[src/rtl/hex8_pkg.sv]
// Shared constants and types for the hex8_scan seven-segment scan controller.
// Segment codes are active-low with bit 7 = dp and bits 6..0 = g..a.
package hex8_pkg;

  localparam logic [7:0] SEG_BLANK = 8'hFF;
  localparam logic [7:0] SEL_NONE  = 8'h00;

  localparam logic [7:0] HEX_SEG [16] = '{
    8'hC0, 8'hF9, 8'hA4, 8'hB0, 8'h99, 8'h92, 8'h82, 8'hF8,
    8'h80, 8'h90, 8'h88, 8'h83, 8'hC6, 8'hA1, 8'h86, 8'h8E
  };

  typedef struct packed {
    logic [7:0] sel;
    logic [7:0] seg;
  } seg_word_t;

  localparam seg_word_t WORD_IDLE = '{sel: SEL_NONE, seg: SEG_BLANK};

  function automatic logic [7:0] sel_onehot(input logic [2:0] idx);
    return 8'b0000_0001 << idx;
  endfunction

endpackage

[src/rtl/hex8_scan_hex_to_seg.sv]
// Combinational nibble to active-low seven-segment lookup (dp bit not handled here).
module hex_to_seg
  import hex8_pkg::*;
(
  input  logic [3:0] nibble,
  output logic [6:0] seg
);

  logic [7:0] code;

  always_comb begin
    code = HEX_SEG[nibble];
    seg  = code[6:0];
  end

endmodule

[src/rtl/hex8_scan.sv]
// Eight-digit time-multiplexed seven-segment scan controller feeding a 74HC595 chain.
// Optional decimal-point input is enabled with the HEX8_SCAN_DP_EN macro.
module hex8_scan
  import hex8_pkg::*;
#(
  parameter int unsigned SCAN_DIV = 50_000
) (
  input  logic        Clk,
  input  logic        Reset_n,
  input  logic [31:0] Disp_data,
  input  logic [7:0]  Disp_en,
`ifdef HEX8_SCAN_DP_EN
  input  logic [7:0]  Dp,
`endif
  output logic [15:0] Data_out,
  output logic        Load
);

  localparam int unsigned CNT_W = (SCAN_DIV > 2) ? $clog2(SCAN_DIV) : 1;
  localparam logic [CNT_W-1:0] DIV_LAST = CNT_W'(SCAN_DIV - 1);

  logic [CNT_W-1:0] div_cnt;
  logic             tick;
  logic [2:0]       digit_idx;

  logic [31:0]      data_p0;
  logic [7:0]       en_p0;
  logic [2:0]       idx_p0;
  logic             vld_p0;

  logic [3:0]       nibble_p0;
  logic [6:0]       code_p0;
  logic             dp_lit_p0;
  seg_word_t        word_nxt;

  seg_word_t        word_p1;
  logic             vld_p1;

  // Digit enable and dp decide whether the slot lights up; a blanked digit ignores dp.
  function automatic seg_word_t encode_word(
    input logic       en,
    input logic       dp_lit,
    input logic [2:0] idx,
    input logic [6:0] code
  );
    seg_word_t w;
    if (en) begin
      w.sel = sel_onehot(idx);
      w.seg = {~dp_lit, code};
    end else begin
      w = WORD_IDLE;
    end
    return w;
  endfunction

  assign tick = (div_cnt == DIV_LAST);

  always_ff @(posedge Clk or negedge Reset_n) begin
    if (!Reset_n) begin
      div_cnt   <= '0;
      digit_idx <= 3'd0;
    end else begin
      div_cnt <= tick ? '0 : div_cnt + 1'b1;
      if (tick)
        digit_idx <= digit_idx + 3'd1;
    end
  end

  // Stage p0: frame snapshot on the digit-0 tick, slot index capture
`ifdef HEX8_SCAN_DP_EN
  logic [7:0] dp_p0;
`endif

  always_ff @(posedge Clk or negedge Reset_n) begin
    if (!Reset_n) begin
      data_p0 <= '0;
      en_p0   <= '0;
`ifdef HEX8_SCAN_DP_EN
      dp_p0   <= '0;
`endif
      idx_p0  <= 3'd0;
      vld_p0  <= 1'b0;
    end else begin
      vld_p0 <= tick;
      if (tick) begin
        idx_p0 <= digit_idx;
        if (digit_idx == 3'd0) begin
          data_p0 <= Disp_data;
          en_p0   <= Disp_en;
`ifdef HEX8_SCAN_DP_EN
          dp_p0   <= Dp;
`endif
        end
      end
    end
  end

  assign nibble_p0 = data_p0[{idx_p0, 2'b00} +: 4];

`ifdef HEX8_SCAN_DP_EN
  assign dp_lit_p0 = dp_p0[idx_p0];
`else
  assign dp_lit_p0 = 1'b0;
`endif

  hex_to_seg u_hex_to_seg (
    .nibble (nibble_p0),
    .seg    (code_p0)
  );

  assign word_nxt = encode_word(en_p0[idx_p0], dp_lit_p0, idx_p0, code_p0);

  // Stage p1: registered output word and one-cycle load strobe
  always_ff @(posedge Clk or negedge Reset_n) begin
    if (!Reset_n) begin
      word_p1 <= WORD_IDLE;
      vld_p1  <= 1'b0;
    end else begin
      vld_p1 <= vld_p0;
      if (vld_p0)
        word_p1 <= word_nxt;
    end
  end

  assign Data_out = word_p1;
  assign Load     = vld_p1;

endmodule

[config.mk]
export PLATFORM = sky130hd
export DESIGN_NAME = hex8_scan
export DESIGN_NICKNAME = d
export VERILOG_FILES = /design/src/rtl/hex8_pkg.sv /design/src/rtl/hex8_scan_hex_to_seg.sv /design/src/rtl/hex8_scan.sv
export SDC_FILE = /design/constraint.sdc
export NUM_CORES = 1
export LEC_CHECK = 0
export ABC_AREA = 1
export BUFFER_PORTS_ARGS = -buffer_cell sky130_fd_sc_hd__buf_2
export CORE_MARGIN = 5
export CORE_UTILIZATION = 58
export DETAILED_ROUTE_END_ITERATION = 6
export GPL_ROUTABILITY_DRIVEN = 0
export HOLD_SLACK_MARGIN = 0.02
export PLACE_DENSITY = 0.8
export REMOVE_ABC_BUFFERS = 1
export SETUP_SLACK_MARGIN = 0.05
export SLEW_MARGIN = 20
export SYNTH_ARGS = -nofsm -noshare
export SYNTH_HDL_FRONTEND = slang
export SYNTH_SLANG_ARGS = --single-unit
[constraint.sdc]
create_clock -name Clk -period 2.65 [get_ports Clk]
set_input_delay 0.3975 -clock Clk [delete_from_list [all_inputs] [get_ports Clk]]
set_output_delay 0.3975 -clock Clk [all_outputs]
set_load 0.01 [all_outputs]
After elaboration in Yosys (flattened, before gate mapping)
Memory sizes are Yosys's and may differ from the RTL's.
Index checks and enable logic that the tools add are counted.
Widths: inputs -> output; s select.
{ "word_totals": {"word_cells": 26, "mem_bits_ro": 128, "memories": 1, "reg_bits": 80} }
{ "memory_table": {"columns": ["name", "depth", "word_bits", "rd", "rd_clocked_by_memory_dff", "wr", "line_no", "text"], "rows": [
  ["(no name shown)", 16, 8, 1, 0, 0, "hex8_scan_hex_to_seg.sv:12", "code = HEX_SEG[nibble];"]
]} }
{ "classes": {"n_shift": 2, "reduce_logical": 2, "addsub": 2, "n_lt_le_gt_ge": 2, "n_eq_ne": 1, "mux": 6, "bitwise_logic": 1} }
{ "ops": {"columns": ["cell", "count"], "rows": [
  ["$mux 16", 2],
  ["$shiftx 32x6->4", 1],
  ["$add 16x1->16 const B", 1],
  ["$eq 16x16->1 const B", 1],
  ["$mux 7", 2],
  ["$shl 1x3->8 const A", 1],
  ["$ge 5x5->1 const B", 1],
  ["$not 4->5", 1],
  ["$lt 3x4->1 const B", 1],
  ["$add 3x1->3 const B", 1],
  ["$bmux 1 s3", 1],
  ["$logic_not 3->1", 1],
  ["$reduce_and 2->1", 1],
  ["$mux 1", 1]
]} }

Logic depth before layout (Yosys ltp)
{ "logic_depth": {"word_depth": 6, "depth_mapped": 15, "ltp_nobuf": 14} }

Modules after synthesis
From an unflattened synthesis, not the netlist that was laid out.
{ "unflattened": {"hier_cells": 497, "area_unflattened_um2": 4215.3} }
{ "modules_own_cells": {"columns": ["mod", "cells_each", "instances", "seq_area_each_um2", "area_per_inst_um2"], "rows": [
  ["hex8_scan", 448, 1, 1985.7, 3941.3],
  ["hex_to_seg", 49, 1, 0.0, 274.0]
]} }

Worst setup path after synthesis
Ideal clock, no wire load.
{ "synth_path": {"kind": "register to register", "from": "reg idx_p0[0]", "to": "reg word_p1, in the netlist Data_out[3]", "setup_slack_ns": 0.708, "synth_period_minus_slack_ns": 1.942, "t_required_ns": 2.592, "stages_incl_launch_ff": 14, "setup_time_ns": 0.058, "path_buffers": 2, "arrival_time_ns": 1.884, "path_cell_list": "dfrtp_1 > buf_4 > buf_2 > nand2_1 > nand2_1 > nand2_1 > nand3_1 > o21ai_0 > ha_1 > nand3_1 > nand3_1 > nand3_1 > nand2_1 > inv_1"} }
{ "synth_between": {"elab_chain_len": 6} }
{ "synth_lines": {"columns": ["item", "line_no", "text"], "rows": [
  ["from (decl)", "hex8_scan.sv:28", "logic [2:0] idx_p0;"],
  ["from (signal assigned)", "hex8_scan.sv:86", "idx_p0 <= digit_idx;"],
  ["$shiftx 32x6->4", "hex8_scan.sv:98", "assign nibble_p0 = data_p0[{idx_p0, 2'b00} +: 4];"],
  ["$not 4->5 (implied by the code)", "hex8_scan_hex_to_seg.sv:12", null],
  ["$mem_v2 16x8", null, null],
  ["$mux 7 (implied by the code) (2 in a row)", "hex8_scan_hex_to_seg.sv:12", null],
  ["$mux 16 (*)", "hex8_scan.sv:47", "if (en) begin"],
  ["to (signal assigned)", "hex8_scan.sv:121", "word_p1 <= word_nxt;"],
  ["to (decl)", "hex8_scan.sv:36", "seg_word_t word_p1;"]
]} }
Mark *: on every way between the ends. The rest lies on a longest branch, timed or not. The select of a mux whose other input is x is not followed.
A chain may end at the register's enable or synchronous reset.

Worst setup path after layout
Ends and elaborated chain as after synthesis.

==> impl_metrics.csv <==
group,metric,value,unit
power_and_ir_drop,p_per_area,468,mW/mm^2
synth,synth.area.mux_share,0,%
drt,avgViaCountPerCell,5.00,
synth,ys.warnings.count,0,
drt,routed_wl,8510,um
global_routing,antenna_found_initial,0,
power_and_ir_drop,cellLeakagePower,2.57,nW
critical_path,cp_max_fo,12,
cells_and_area,drive_gt1_share,23.7,%
synth,synthArstFlopShare,100,%
placement,place.port_buffers,57,
placement,place_area,0.00452,mm^2
global_routing,grt_max_degree,81,
cells_and_area,fin_nets,619,
global_routing,grt_usage,20.7,%
die,row_count,31,
die,ios,59,
critical_path,cp.arrival,2.51,ns
sta,grt_setup_unrepaired,"false",
synth,yosys.area.top_type,"dfrtp_1",
sta,holdWs,0.188,ns
run,cap_violations,0,
drt,wl_per_cell,12.7,um
clocking,cts.sinks,79,
critical_path,reg2reg_slack,0.45,ns
synth,synth_top_family_by_area,"simple AND/OR/NAND/NOR gates",
sta,tightest_slew,0.974,ns
critical_path,slowest_delay,0.46,ns
global_routing,gr-total-overflow,0,
synth,synthTopCellsByArea,"dfrtp_1 42%, nand2_1 14%, o21ai_2 8.2%",
clocking,cts_setup_buffers,0,
clocking,cts_tree,"done",
critical_path,crit_top_cell,"nand3_1",
synth,synthSimpleGateAreaFrac,25.0,%
critical_path,path_cells,"inv_1 -> nand2_1 -> inv_1 -> nand2_1 -> nand3_1 -> o21ai_0 -> ha_1 -> nand3_1 -> nand3_1 -> nand3_1 -> nand2_1 -> inv_1",
critical_path,required,2.96,ns
sta,period_minus_slack,2.20,ns
die,die_w,95.6,um
sta,slew_headroom,35.1,%
placement,dpl.hpwl,6160,um
sta,fin_setup_tns,0,ns
critical_path,cp_num_buf_inv,3,
critical_path,startpoint_type,"flop",
drt,firstDrtPassIters,5,
die,core,0.00718,mm^2
synth,syn_area,0.00425,mm^2
synth,synth_compound_area_share,12.6,%
clocking,clk_path_buf_depth,2,
synth,netlist.area_leader.share,42.4,%
synth,synth_most_common_cell,"nand2_1",
clocking,h-tree-depth,3,
drt,vias,3362,
clocking,ctsResizeCount,0,
synth,synthAdderAreaFrac,2.65,%
synth,avgSynthCellArea,8.23,um^2
synth,synth_edf_count,0,
clocking,root_buffer,"clkbuf_8",
worst_hold_path,hold_path_class,"input port to async pin",
sta,fin_crit_sh,83.1,%
die,dieArea,0.00913,mm^2
cells_and_area,stdcell_area,0.00473,mm^2
sta,fmax,0.454,GHz
clocking,worstSkewPairLatency,0.36,ns
drt,drcViolationCount,0,
drt,drtIter0Drc,151,
status,outcome,"finished, final reports clean",
cells_and_area,diodes,0,
placement,dp_slack,0.459,ns
sta,fin_ws,0.447,ns
clocking,cts_inserted_buffers,9,
synth,synth_ff_type,"dfrtp_1",
synth,yosys_register_bits,79,
synth,synth-seq-area-share,46.8,%
critical_path,worst_path_max_delay_cell,"o21ai_0",
synth,synth_commonest_cells,"156 x nand2_1, 82 x inv_1, 72 x dfrtp_1",
sta,final_max_slew_viol_count,0,
sta,worst_clock_skew,0.0113,ns
die,die_h,95.6,um
power_and_ir_drop,vdd_drop_max,278,uV
critical_path,crit_type,"flop to flop",
global_routing,grt_pass1_wl,14800,um
critical_path,cpLargestDelayFamily,"simple AND/OR/NAND/NOR gates",
synth,synthesis.instances,516,
cells_and_area,area_growth,11.5,%
critical_path,worst-path-stages,12,
sta,hold_violations,0,
drt,postRouteAntennaNets,0,
global_routing,grt_pass1_vias,3330,
synth,yosys.area_share.xor_xnor,1.65,%
clocking,postCtsHoldBufs,0,
clocking,clk_pin_slew,0.08,ns
die,initial_core_util,59.2,%
synth,synth.distinct_cells,33,
critical_path,crit_path_end_kind,"flop",
sta,setup_violations,0,
critical_path,reg2regPathDepth,12,
cell families (layout without fill, tap and decap cells):
family,Yosys count,after routing
simple gates,246,246
flops,79,79
buf+inv,102,159
fa+ha+maj,9,9
xor+xnor,8,8
compound gates,71,71
other cells,1,1
layout make-up:
| class | instances | area [um^2] |
|---|---|---|
| Fill cell | 612 | 2440 |
| Sequential cell | 79 | 1990 |
| Multi-Input combinational cell | 335 | 1780 |
| Timing Repair Buffer | 59 | 315 |
| Inverter | 84 | 315 |
| Clock buffer | 14 | 173 |
| Tap cell | 99 | 124 |
| Clock inverter | 2 | 37.5 |
layout by cell type (no fill, tap or decap), types with 2 or more instances in the layout:
cell type,netlist,final
a21oi_1,7,7
buf_2,3,56
buf_4,2,2
clkbuf_1,2,2
clkbuf_8,0,12
dfrtp_1,72,72
dfstp_2,7,7
ha_1,9,9
inv_1,82,82
nand2_1,156,156
nand2_2,8,8
nand3_1,28,28
nand4_1,3,3
nor2_1,35,35
nor3_1,4,4
nor4_1,4,4
o211ai_1,2,2
o21ai_0,12,12
o21ai_2,40,40
o31ai_1,8,8
or2_2,2,2
xor2_1,8,8
report_power, final:
| group | switching (W) | internal (W) | total (W) |
|---|---|---|---|
| Clock | 0.000429 | 0.000514 | 0.000942 |
| Combinational | 0.0000450 | 0.0000256 | 0.0000705 |
| Sequential | 0 | 0.00121 | 0.00121 |
worst paths after layout:
check / from / end
worst max-delay path: idx_p0[0] / Data_out[3]
worst min-delay path: Reset_n / data_p0[22]
worst max register to register: idx_p0[0] / Data_out[3]
worst min register to register: div_cnt[0] / div_cnt[0]
max in group asynchronous: Reset_n / data_p0[9]
min in group Clk: Disp_data[5] / data_p0[5]
registers in the layout (all words and copies together) (netlist names):
signal / flops
idx_p0: 3
vld_p0: 1
data_p0: 32
digit_idx: 3
Data_out: 15
en_p0: 8
div_cnt: 16
Load: 1
stage by stage:
| step | total power [W] | utilization (%) | std cells |
|---|---|---|---|
| floorplan | 0.00125 | - | 498 |
| global placement | 0.00130 | 63.1 | 656 |
| detailed placement | 0.00130 | 63.1 | 656 |
| CTS | 0.00224 | 66.0 | 672 |
| global route | 0.00229 | 66.0 | 672 |
| finish | 0.00222 | 66.0 | 672 |
per-layer routing:
metal | share of wire, % | up-vias | track usage, %
li1 | - | 1701 | -
met1 | 44 | 1576 | 26.1
met2 | 50 | 71 | 35.1
met3 | 4.5 | 14 | 4.26
met4 | 1.7 | 0 | 7.46
met5 | 0 | - | 0
worst register-to-register path, delay by kind of cell (launching register included):
family,cells,cell delay [ns]
buf+inv,3,0.32
fa+ha+maj,1,0.34
compound gates,1,0.46
simple gates,7,0.71
flops,1,0.34
No activity file was read; power rests on OpenSTA's default activity.
